File: src/rtl/serializer_pkg.sv
// Shared types and defaults for the bit_serializer parallel-to-serial stage.
package serializer_pkg;

  typedef enum logic [0:0] {
    S_IDLE  = 1'b0,
    S_SHIFT = 1'b1
  } ser_state_e;

  localparam int   SER_DEFAULT_WIDTH = 8;
  localparam logic SER_IDLE_BIT      = 1'b0;

endpackage

File: src/rtl/bit_serializer.sv
// MSB-first parallel-to-serial stage with a valid/ready input and gapless back-to-back frames.
// Define SERIALIZER_PARITY_EN to append an even-parity bit after the LSB of each word.
module bit_serializer
  import serializer_pkg::*;
#(
  parameter int   WIDTH    = SER_DEFAULT_WIDTH,
  parameter logic IDLE_BIT = SER_IDLE_BIT
) (
  input  logic             clk,
  input  logic             reset,
  input  logic [WIDTH-1:0] data_in,
  input  logic             valid_in,
  output logic             ready_out,
  output logic             d_out,
  output logic             d_valid,
  output logic             d_last,
  output logic             busy
);

`ifdef SERIALIZER_PARITY_EN
  localparam int NBITS = WIDTH + 1;
`else
  localparam int NBITS = WIDTH;
`endif
  localparam int               CNT_W    = $clog2(NBITS);
  localparam logic [CNT_W-1:0] LAST_CNT = CNT_W'(NBITS - 1);

  ser_state_e       state, state_n;
  logic [WIDTH-1:0] shift_reg, shift_n;
  logic [CNT_W-1:0] bit_cnt, cnt_n;
  logic             d_out_n, d_valid_n, d_last_n;
  logic             transfer;
`ifdef SERIALIZER_PARITY_EN
  logic             parity_bit, parity_n;
`endif

  assign ready_out = (state == S_IDLE) || (bit_cnt == LAST_CNT);
  assign transfer  = valid_in && ready_out;
  assign busy      = (state == S_SHIFT);

  // NOTE: every signal gets its hold value before the branches below, so no latch is inferred.
  always_comb begin
    state_n   = state;
    shift_n   = shift_reg;
    cnt_n     = bit_cnt;
    d_out_n   = d_out;
    d_valid_n = d_valid;
    d_last_n  = d_last;
`ifdef SERIALIZER_PARITY_EN
    parity_n  = parity_bit;
`endif
    if (transfer) begin
      // Reload also covers the last-bit edge, which is what keeps frames gapless.
      state_n   = S_SHIFT;
      shift_n   = data_in;
      cnt_n     = '0;
      d_out_n   = data_in[WIDTH-1];
      d_valid_n = 1'b1;
      d_last_n  = 1'b0;
`ifdef SERIALIZER_PARITY_EN
      parity_n  = ^data_in;
`endif
    end else if (state == S_SHIFT) begin
      if (bit_cnt == LAST_CNT) begin
        state_n   = S_IDLE;
        d_out_n   = IDLE_BIT;
        d_valid_n = 1'b0;
        d_last_n  = 1'b0;
      end else begin
        shift_n  = shift_reg << 1;
        cnt_n    = bit_cnt + 1'b1;
        d_last_n = (cnt_n == LAST_CNT);
`ifdef SERIALIZER_PARITY_EN
        d_out_n  = (bit_cnt == CNT_W'(WIDTH - 1)) ? parity_bit : shift_reg[WIDTH-2];
`else
        d_out_n  = shift_reg[WIDTH-2];
`endif
      end
    end
  end

  // NOTE: sequential state uses non-blocking assignments so every register samples pre-edge values.
  always_ff @(posedge clk or posedge reset) begin
    if (reset) begin
      state     <= S_IDLE;
      shift_reg <= '0;
      bit_cnt   <= '0;
      d_out     <= IDLE_BIT;
      d_valid   <= 1'b0;
      d_last    <= 1'b0;
`ifdef SERIALIZER_PARITY_EN
      parity_bit <= 1'b0;
`endif
    end else begin
      state     <= state_n;
      shift_reg <= shift_n;
      bit_cnt   <= cnt_n;
      d_out     <= d_out_n;
      d_valid   <= d_valid_n;
      d_last    <= d_last_n;
`ifdef SERIALIZER_PARITY_EN
      parity_bit <= parity_n;
`endif
    end
  end

endmodule
File: config.mk
export PLATFORM = sky130hd
export DESIGN_NAME = bit_serializer
export DESIGN_NICKNAME = d
export VERILOG_FILES = /design/src/rtl/serializer_pkg.sv /design/src/rtl/bit_serializer.sv
export SDC_FILE = /design/constraint.sdc
export NUM_CORES = 1
export LEC_CHECK = 0
export ABC_CLOCK_PERIOD_IN_PS = 4350
export CAP_MARGIN = 20
export CORE_MARGIN = 2
export CORE_UTILIZATION = 51
export DETAILED_ROUTE_END_ITERATION = 12
export PLACE_DENSITY = 0.89
export SLEW_MARGIN = 5
export SYNTH_ARGS = -nofsm -noshare
export SYNTH_HDL_FRONTEND = slang
export SYNTH_SLANG_ARGS = --single-unit
File: constraint.sdc
create_clock -name clk -period 4.35 [get_ports clk]
set_clock_uncertainty 0.05 [all_clocks]
set_input_delay 0.435 -clock clk [delete_from_list [all_inputs] [get_ports clk]]
set_output_delay 0.435 -clock clk [all_outputs]
set_load 0.01 [all_outputs]
==> results of run 1 <==
-- worst reg2reg max path: cells and delay by family (launching register included) --
family                   cells  cell delay [ns]
adder cells (fa/ha/maj)      2             0.45
AO/OA/AOI/OAI                2             0.23
buffers and inverters        1             0.08
flip-flops                   1             0.41
AND/OR/NAND/NOR              1             0.47
-- logic make-up (layout without fill, tap and decap cells) --
family | count (synthesis) | after routing | share of synthesized area [%]
and+or+nand+nor | 14 | 14 | 9.42
AOI/OAI and AO/OA | 14 | 14 | 15.4
buffers and inverters | 7 | 22 | 9.95
DFF | 14 | 14 | 48.9
adders and majority gates | 3 | 3 | 5.24
muxes | 8 | 8 | 11.2
-- path summary, 6_finish.rpt --
kind / start / to / slack, ns / cells after the start
min reg2reg: shift_reg[0] / shift_reg[1] / 0.43 / 2
min in group clk: shift_reg[0] / shift_reg[1] / 0.43 / 2
max in group asynchronous: reset / d_valid / 3.47 / 2
max reg2reg: bit_cnt[0] / d_valid / 2.53 / 6
min: reset / shift_reg[3] / 0.43 / 2
max: bit_cnt[0] / ready_out / 1.68 / 5
-- cell type report --
type | instances | share of cell area, %
clock buffers | 3 | 2.63
inverters | 4 | 2.34
multi-input cells | 39 | 34.5
flip-flops and latches | 14 | 40.9
well taps | 15 | 2.19
repair buffers | 15 | 17.5
-- power groups by stage --
stage	sequential (W)	combinational, W	clock [W]
4_1_cts	0.000217	0.000232	0.0000718
3_3_place_gp	0.000216	0.000219	0
6_report	0.000218	0.000229	0.0000712
2_1_floorplan	0.000219	0.000189	0
3_5_place_dp	0.000219	0.000231	0
5_1_grt	0.000222	0.000255	0.0000788
-- routing by layer --
metal,up-vias,global-route usage [%],wire (µm)
met2,9,30.0,640
met4,0,8.39,18
met5,-,0,0
met3,3,6.09,40
met1,229,19.0,524
li1,238,-,-
-- cells in the final DEF (no fill, tap or decap) --
cell type / synthesis / layout
a21oi_2: 1 / 1
a31oi_1: 1 / 1
a32o_1: 1 / 1
a32oi_1: 1 / 1
clkbuf_4: 0 / 3
clkdlybuf4s50_1: 0 / 15
dfrtp_1: 14 / 14
ha_1: 3 / 3
inv_1: 3 / 3
inv_6: 1 / 1
mux2i_1: 8 / 8
nand2_1: 8 / 8
nand2_2: 1 / 1
nand3_1: 2 / 2
nor2_1: 2 / 2
nor2b_4: 1 / 1
o21ai_0: 3 / 3
o21ai_2: 7 / 7
-- per-stage QoR --
| stage | instance area [µm²] | util [%] | hold WS [ns] |
|---|---|---|---|
| 5_1_grt | 857 | 65.9 | 0.459 |
| 3_5_place_dp | 835 | 64.1 | 0.417 |
| 2_1_floorplan | 717 | - | 0.274 |
| 3_3_place_gp | 835 | 64.1 | 0.414 |
| 6_report | 857 | 65.9 | 0.431 |
| 4_1_cts | 857 | 65.9 | 0.438 |
==> summary.md, run 1 <==
| Metric | Value |
|---|---|
| Power share of the clock group | 13.8% |
| Pwr dens | 604 nW/µm² |
| Pre-CTS setup slack | 1.99 ns |
| Leak | 0.402 nW |
| Initial antenna violation count | 0 |
| Flop pwr share | 42.0% |
| Area growth from synthesis to layout | 19.5% |
| Top cells by area, synth | dfrtp_1 (49%), mux2i_1 (11%), o21ai_2 (8.6%) |
| Core ar. | 1300 µm² |
| Final hold vios | 0 |
| CP max stage delay | 0.50 ns |
| Fmax | 0.375 GHz |
| Rows | 13 |
| Worst Max-Slew Pin Slew | 0.637 ns |
| Die width | 41.5 µm |
| Share of layout cells above drive strength 1 | 18.7% |
| Total GRT Usage | 17.5% |
| VDD IR max | 355 µV |
| DP HPWL | 911 µm |
| Fin cells | 90 |
| Die Y | 41.5 µm |
| Max FO, Critical Path | 18 |
| Storage cell area | 350 µm² |
| Critical setup path kind | reg -> out |
| Startpoint types | flop |
| Final Max Tran Viols | 0 |
| Syn Nets | 74 |
| Max reg flops | 7 |
| Clock Latency Late Sink | 0.28 ns |
| Root Driver | clkbuf_4 |
| Final Setup Violations | 0 |
| Required time worst endpoint | 3.87 ns |
| Final ANT Viol Nets | 0 |
| Most common cell in the synthesized netlist | dfrtp_1 |
| Max Cap Viol | 0 |
| Yosys reg bits | 14 |
| Final WS setup | 1.68 ns |
| Fin crit period | 2.67 ns |
| IO buf count | 15 |
| Cell count after placement | 87 |
| Gr ovfl total | 0 |
| Period utilization | 61.3% |
| CP most frequent cell | ha_1 |
| RSZ-0062 raised after global routing | false |
| Total I/O pin count | 16 |
| Slew HR | 57.4% |
| TritonCTS clock tree | yes |
| Largest area contributor in the netlist | dfrtp_1 |
| Cells along the critical path | ha_1 > ha_1 > nor2b_4 > inv_6 > clkdlybuf4s50_1 |
| NumNets Final | 91 |
| Synth async-reset ratio | 100% |
| TritonCTS buffer count | 3 |
| Share of the synthesized area in the top cell type | 48.9% |
| Clk buf depth | 2 |
| Gpl congestion | 0.747 |
| Slowest-stage cell, CP | clkdlybuf4s50_1 |
| Detailed Route WL | 1.22 mm |
| Drt via density | 5.32 |
| Setup total negative slack | 0 ns |
| Post-Syn Area | 717 µm² |
| Warnings from Yosys | 0 |
| Largest net degree at the start of global routing | 19 |
| Sequential share of the synthesized area | 48.9% |
| Post-synthesis cell type count | 18 |
| Critical path's top delay family | buffers and inverters |
| Routed len/inst | 13.6 µm |
| Post-Synthesis Cells | 60 |
| Pwr Total | 0.000517 W |
| List of most frequent post-synthesis cells | dfrtp_1 (14), mux2i_1 (8), nand2_1 (8), o21ai_2 (7) |
| Starting DRT DRC Count | 2 |
| # hold bufs at CTS | 0 |
| First-pass GRT wire length | 2.27 mm |
| Hold Path Class | in -> async |
| Comb power frac | 44.2% |
| Sw Share | 37.7% |
| Post-CTS resize count | 0 |
| Primary FF master, synth | dfrtp_1 |
| Post-synth EDFFs | 0 |
| Internal power | 0.000322 W |
| DRC violations left | 0 |
| Buf/Inv on CP | 2 |
| First-pass iteration count of the detailed router | 2 |
| Final-layout fill cell count | 101 |
| Postcts setup bufs | 0 |
| # diodes | 0 |
| Die area | 1720 µm² |
| Run status | complete, no violations |
| Avg Inst Size Synth | 11.9 µm² |
| Area of the multi-input gates | 295 µm² |
| Psw | 0.000195 W |
| CP arrival | 2.18 ns |
| Number of global-route vias before repair | 534 |
| Total number of vias | 479 |
| Crit end category | output pin |
| Htree depth | 1 |
| Clk pin slew, worst setup/hold paths | 0.08 ns |
| Starting Density | 55.1% |
| Clk sinks | 14 |
Note: power is estimated with default switching activity, not from simulation.
==> run 2: changes to the inputs <==
--- a/config.mk
+++ b/config.mk
@@ -5,12 +5,12 @@
 export SDC_FILE = /design/constraint.sdc
 export NUM_CORES = 1
 export LEC_CHECK = 0
-export ABC_CLOCK_PERIOD_IN_PS = 4350
+export ABC_CLOCK_PERIOD_IN_PS = 2300
 export CAP_MARGIN = 20
 export CORE_MARGIN = 2
-export CORE_UTILIZATION = 51
+export CORE_UTILIZATION = 43
 export DETAILED_ROUTE_END_ITERATION = 12
-export PLACE_DENSITY = 0.89
+export PLACE_DENSITY = 0.81
 export SLEW_MARGIN = 5
 export SYNTH_ARGS = -nofsm -noshare
 export SYNTH_HDL_FRONTEND = slang
==> constraint.sdc (replaced) <==
create_clock -name clk -period 2.3 [get_ports clk]
set_clock_uncertainty 0.05 [all_clocks]
set_input_delay 0.23 -clock clk [delete_from_list [all_inputs] [get_ports clk]]
set_output_delay 0.23 -clock clk [all_outputs]
set_load 0.01 [all_outputs]
==> summary.md, run 2 (synthesized netlist as in run 1, its figures left out) <==
| Metric | Value |
|---|---|
| Postcts setup bufs | 0 (unchanged) |
| Max reg flops | 7 (unchanged) |
| Critical Path Start | bit_cnt[0] (unchanged) |
| CP max stage delay | 0.47 ns (was 0.50 ns) |
| Starting Density | 46.5% (was 55.1%) |
| Core ar. | 1540 µm² (was 1300 µm²) |
| Starting DRT DRC Count | 12 (was 2) |
| Routed len/inst | 12.8 µm (was 13.6 µm) |
| Cells along the critical path | ha_1 > ha_1 > nor2b_4 > inv_6 > clkdlybuf4s50_1 (unchanged) |
| NumNets Final | 92 (was 91) |
| CP arrival | 1.85 ns (was 2.18 ns) |
| Rows | 14 (was 13) |
| First-pass GRT wire length | 2.18 mm (was 2.27 mm) |
| Clk sinks | 14 (unchanged) |
| Slowest-stage cell, CP | clkdlybuf4s50_1 (unchanged) |
| Leak | 0.406 nW (was 0.402 nW) |
| Drt via density | 5.17 (was 5.32) |
| Die area | 2010 µm² (was 1720 µm²) |
| Setup total negative slack | 0 ns (unchanged) |
| Htree depth | 1 (unchanged) |
| Fmax | 0.469 GHz |
| # hold bufs at CTS | 0 (unchanged) |
| DRC violations left | 0 (unchanged) |
| Pre-CTS setup slack | 0.461 ns (was 1.99 ns) |
| Detailed Route WL | 1.17 mm (was 1.22 mm) |
| Critical setup path kind | reg -> out (unchanged) |
| Final Max Tran Viols | 0 (unchanged) |
| First-pass iteration count of the detailed router | 4 (was 2) |
| Crit end category | output pin (unchanged) |
| Worst Max-Slew Pin Slew | 0.646 ns (was 0.637 ns) |
| Run status | complete, no violations (unchanged) |
| Area growth from synthesis to layout | 20.8% (was 19.5%) |
| GRT met3 Usage | 2.80% (was 6.09%) |
| Total GRT Usage | 14.8% (was 17.5%) |
| Initial antenna violation count | 0 (unchanged) |
| Critical path's top delay family | buffers and inverters (unchanged) |
| Share of layout cells above drive strength 1 | 19.7% (was 18.7%) |
| Critical R2R Launch | bit_cnt[0] (unchanged) |
| Final ANT Viol Nets | 0 (unchanged) |
| Pwr dens | 1130 nW/µm² (was 604 nW/µm²) |
| Global route hottest layer | met2 (unchanged) |
| Met2 Track Usage GR | 24.3% (was 30.0%) |
| TritonCTS buffer count | 3 (unchanged) |
| Buf/Inv on CP | 2 (unchanged) |
| Slew HR | 56.8% (was 57.4%) |
| Leading cell type in the layout, fill and taps excluded | clkdlybuf4s50_1 (unchanged) |
| RSZ-0062 raised after global routing | false (unchanged) |
| TritonCTS clock tree | yes (unchanged) |
| DP Area | 843 µm² (was 835 µm²) |
| Period utilization | 92.7% |
| Hold Path Class | in -> async (unchanged) |
| Commonest non-fill, non-tap cells in the layout | clkdlybuf4s50_1 (15), dfrtp_1 (14), mux2i_1 (8), nand2_1 (8), o21ai_2 (7) (unchanged) |
| Final Setup Violations | 0 (unchanged) |
| Required time worst endpoint | 2.02 ns (was 3.87 ns) |
| GRT met1 Usage | 19.2% (was 19.0%) |
| Max FO, Critical Path | 7 (was 18) |
| Total I/O pin count | 16 (unchanged) |
| Die Y | 44.8 µm (was 41.5 µm) |
| Gpl congestion | 0.693 (was 0.747) |
| Number of global-route vias before repair | 468 (was 534) |
| Total number of vias | 476 (was 479) |
| CP most frequent cell | ha_1 (unchanged) |
| DP HPWL | 898 µm (was 911 µm) |
| Max Cap Viol | 0 (unchanged) |
| Final hold vios | 0 (unchanged) |
| Startpoint types | flop (unchanged) |
| Clock Latency Late Sink | 0.26 ns (was 0.28 ns) |
| Final WS setup | 0.169 ns (was 1.68 ns) |
| Gr ovfl total | 0 (unchanged) |
| Post-CTS resize count | 0 (unchanged) |
| Largest net degree at the start of global routing | 18 (was 19) |
| Fin crit period | 2.13 ns |
| Layout Cell Area excl Fill | 866 µm² (was 857 µm²) |
| Root Driver | clkbuf_4 (unchanged) |
| Die width | 44.8 µm (was 41.5 µm) |
| IO buf count | 15 (unchanged) |
| Clk buf depth | 2 (unchanged) |
| Clk pin slew, worst setup/hold paths | 0.08 ns (about the same) |
| VDD IR max | 688 µV (was 355 µV) |
| # diodes | 0 (unchanged) |
==> run 2: worst paths after layout <==
kind	slack, ns	depth (start not counted)	endpoint
worst min register to register	0.43	2	shift_reg[1]
worst max-delay path	0.17	5	ready_out
max in group asynchronous	1.62	2	d_valid
min in group clk	0.43	2	shift_reg[1]
worst min-delay path	0.24	2	shift_reg[2]
worst max register to register	0.67	5	d_last
==> run 2: cell type report <==
class,count,area [µm²]
timing repair buffer,16,158
clock buffer,3,22.5
inverter,4,20.0
tap,16,20.0
sequential,14,350
multi-input combinational,39,295
fill,137,676
==> run 2: routing by layer <==
metal | wire (µm) | vias to the layer above
li1 | - | 243
met3 | 62 | 4
met5 | 0 | -
met1 | 518 | 218
met4 | 19 | 0
met2 | 574 | 11
==> run 2: per-stage QoR <==
step / utilization (%) / cells / hold WS (ns) / power (W)
global placement: 54.7 / 89 / 0.410 / 0.000838
detailed placement: 54.7 / 89 / 0.412 / 0.000860
CTS: 56.2 / 92 / 0.256 / 0.000992
floorplan: - / 60 / 0.0692 / 0.000771
finish: 56.2 / 92 / 0.238 / 0.000979
global route: 56.2 / 92 / 0.290 / 0.00107
==> run 2: power breakdown <==
group	switching (W)	internal [W]	total, W
clock	0.0000693	0.0000604	0.000130
combinational	0.000227	0.000214	0.000441
sequential	0.0000627	0.000346	0.000409
total	0.000359	0.000620	0.000979
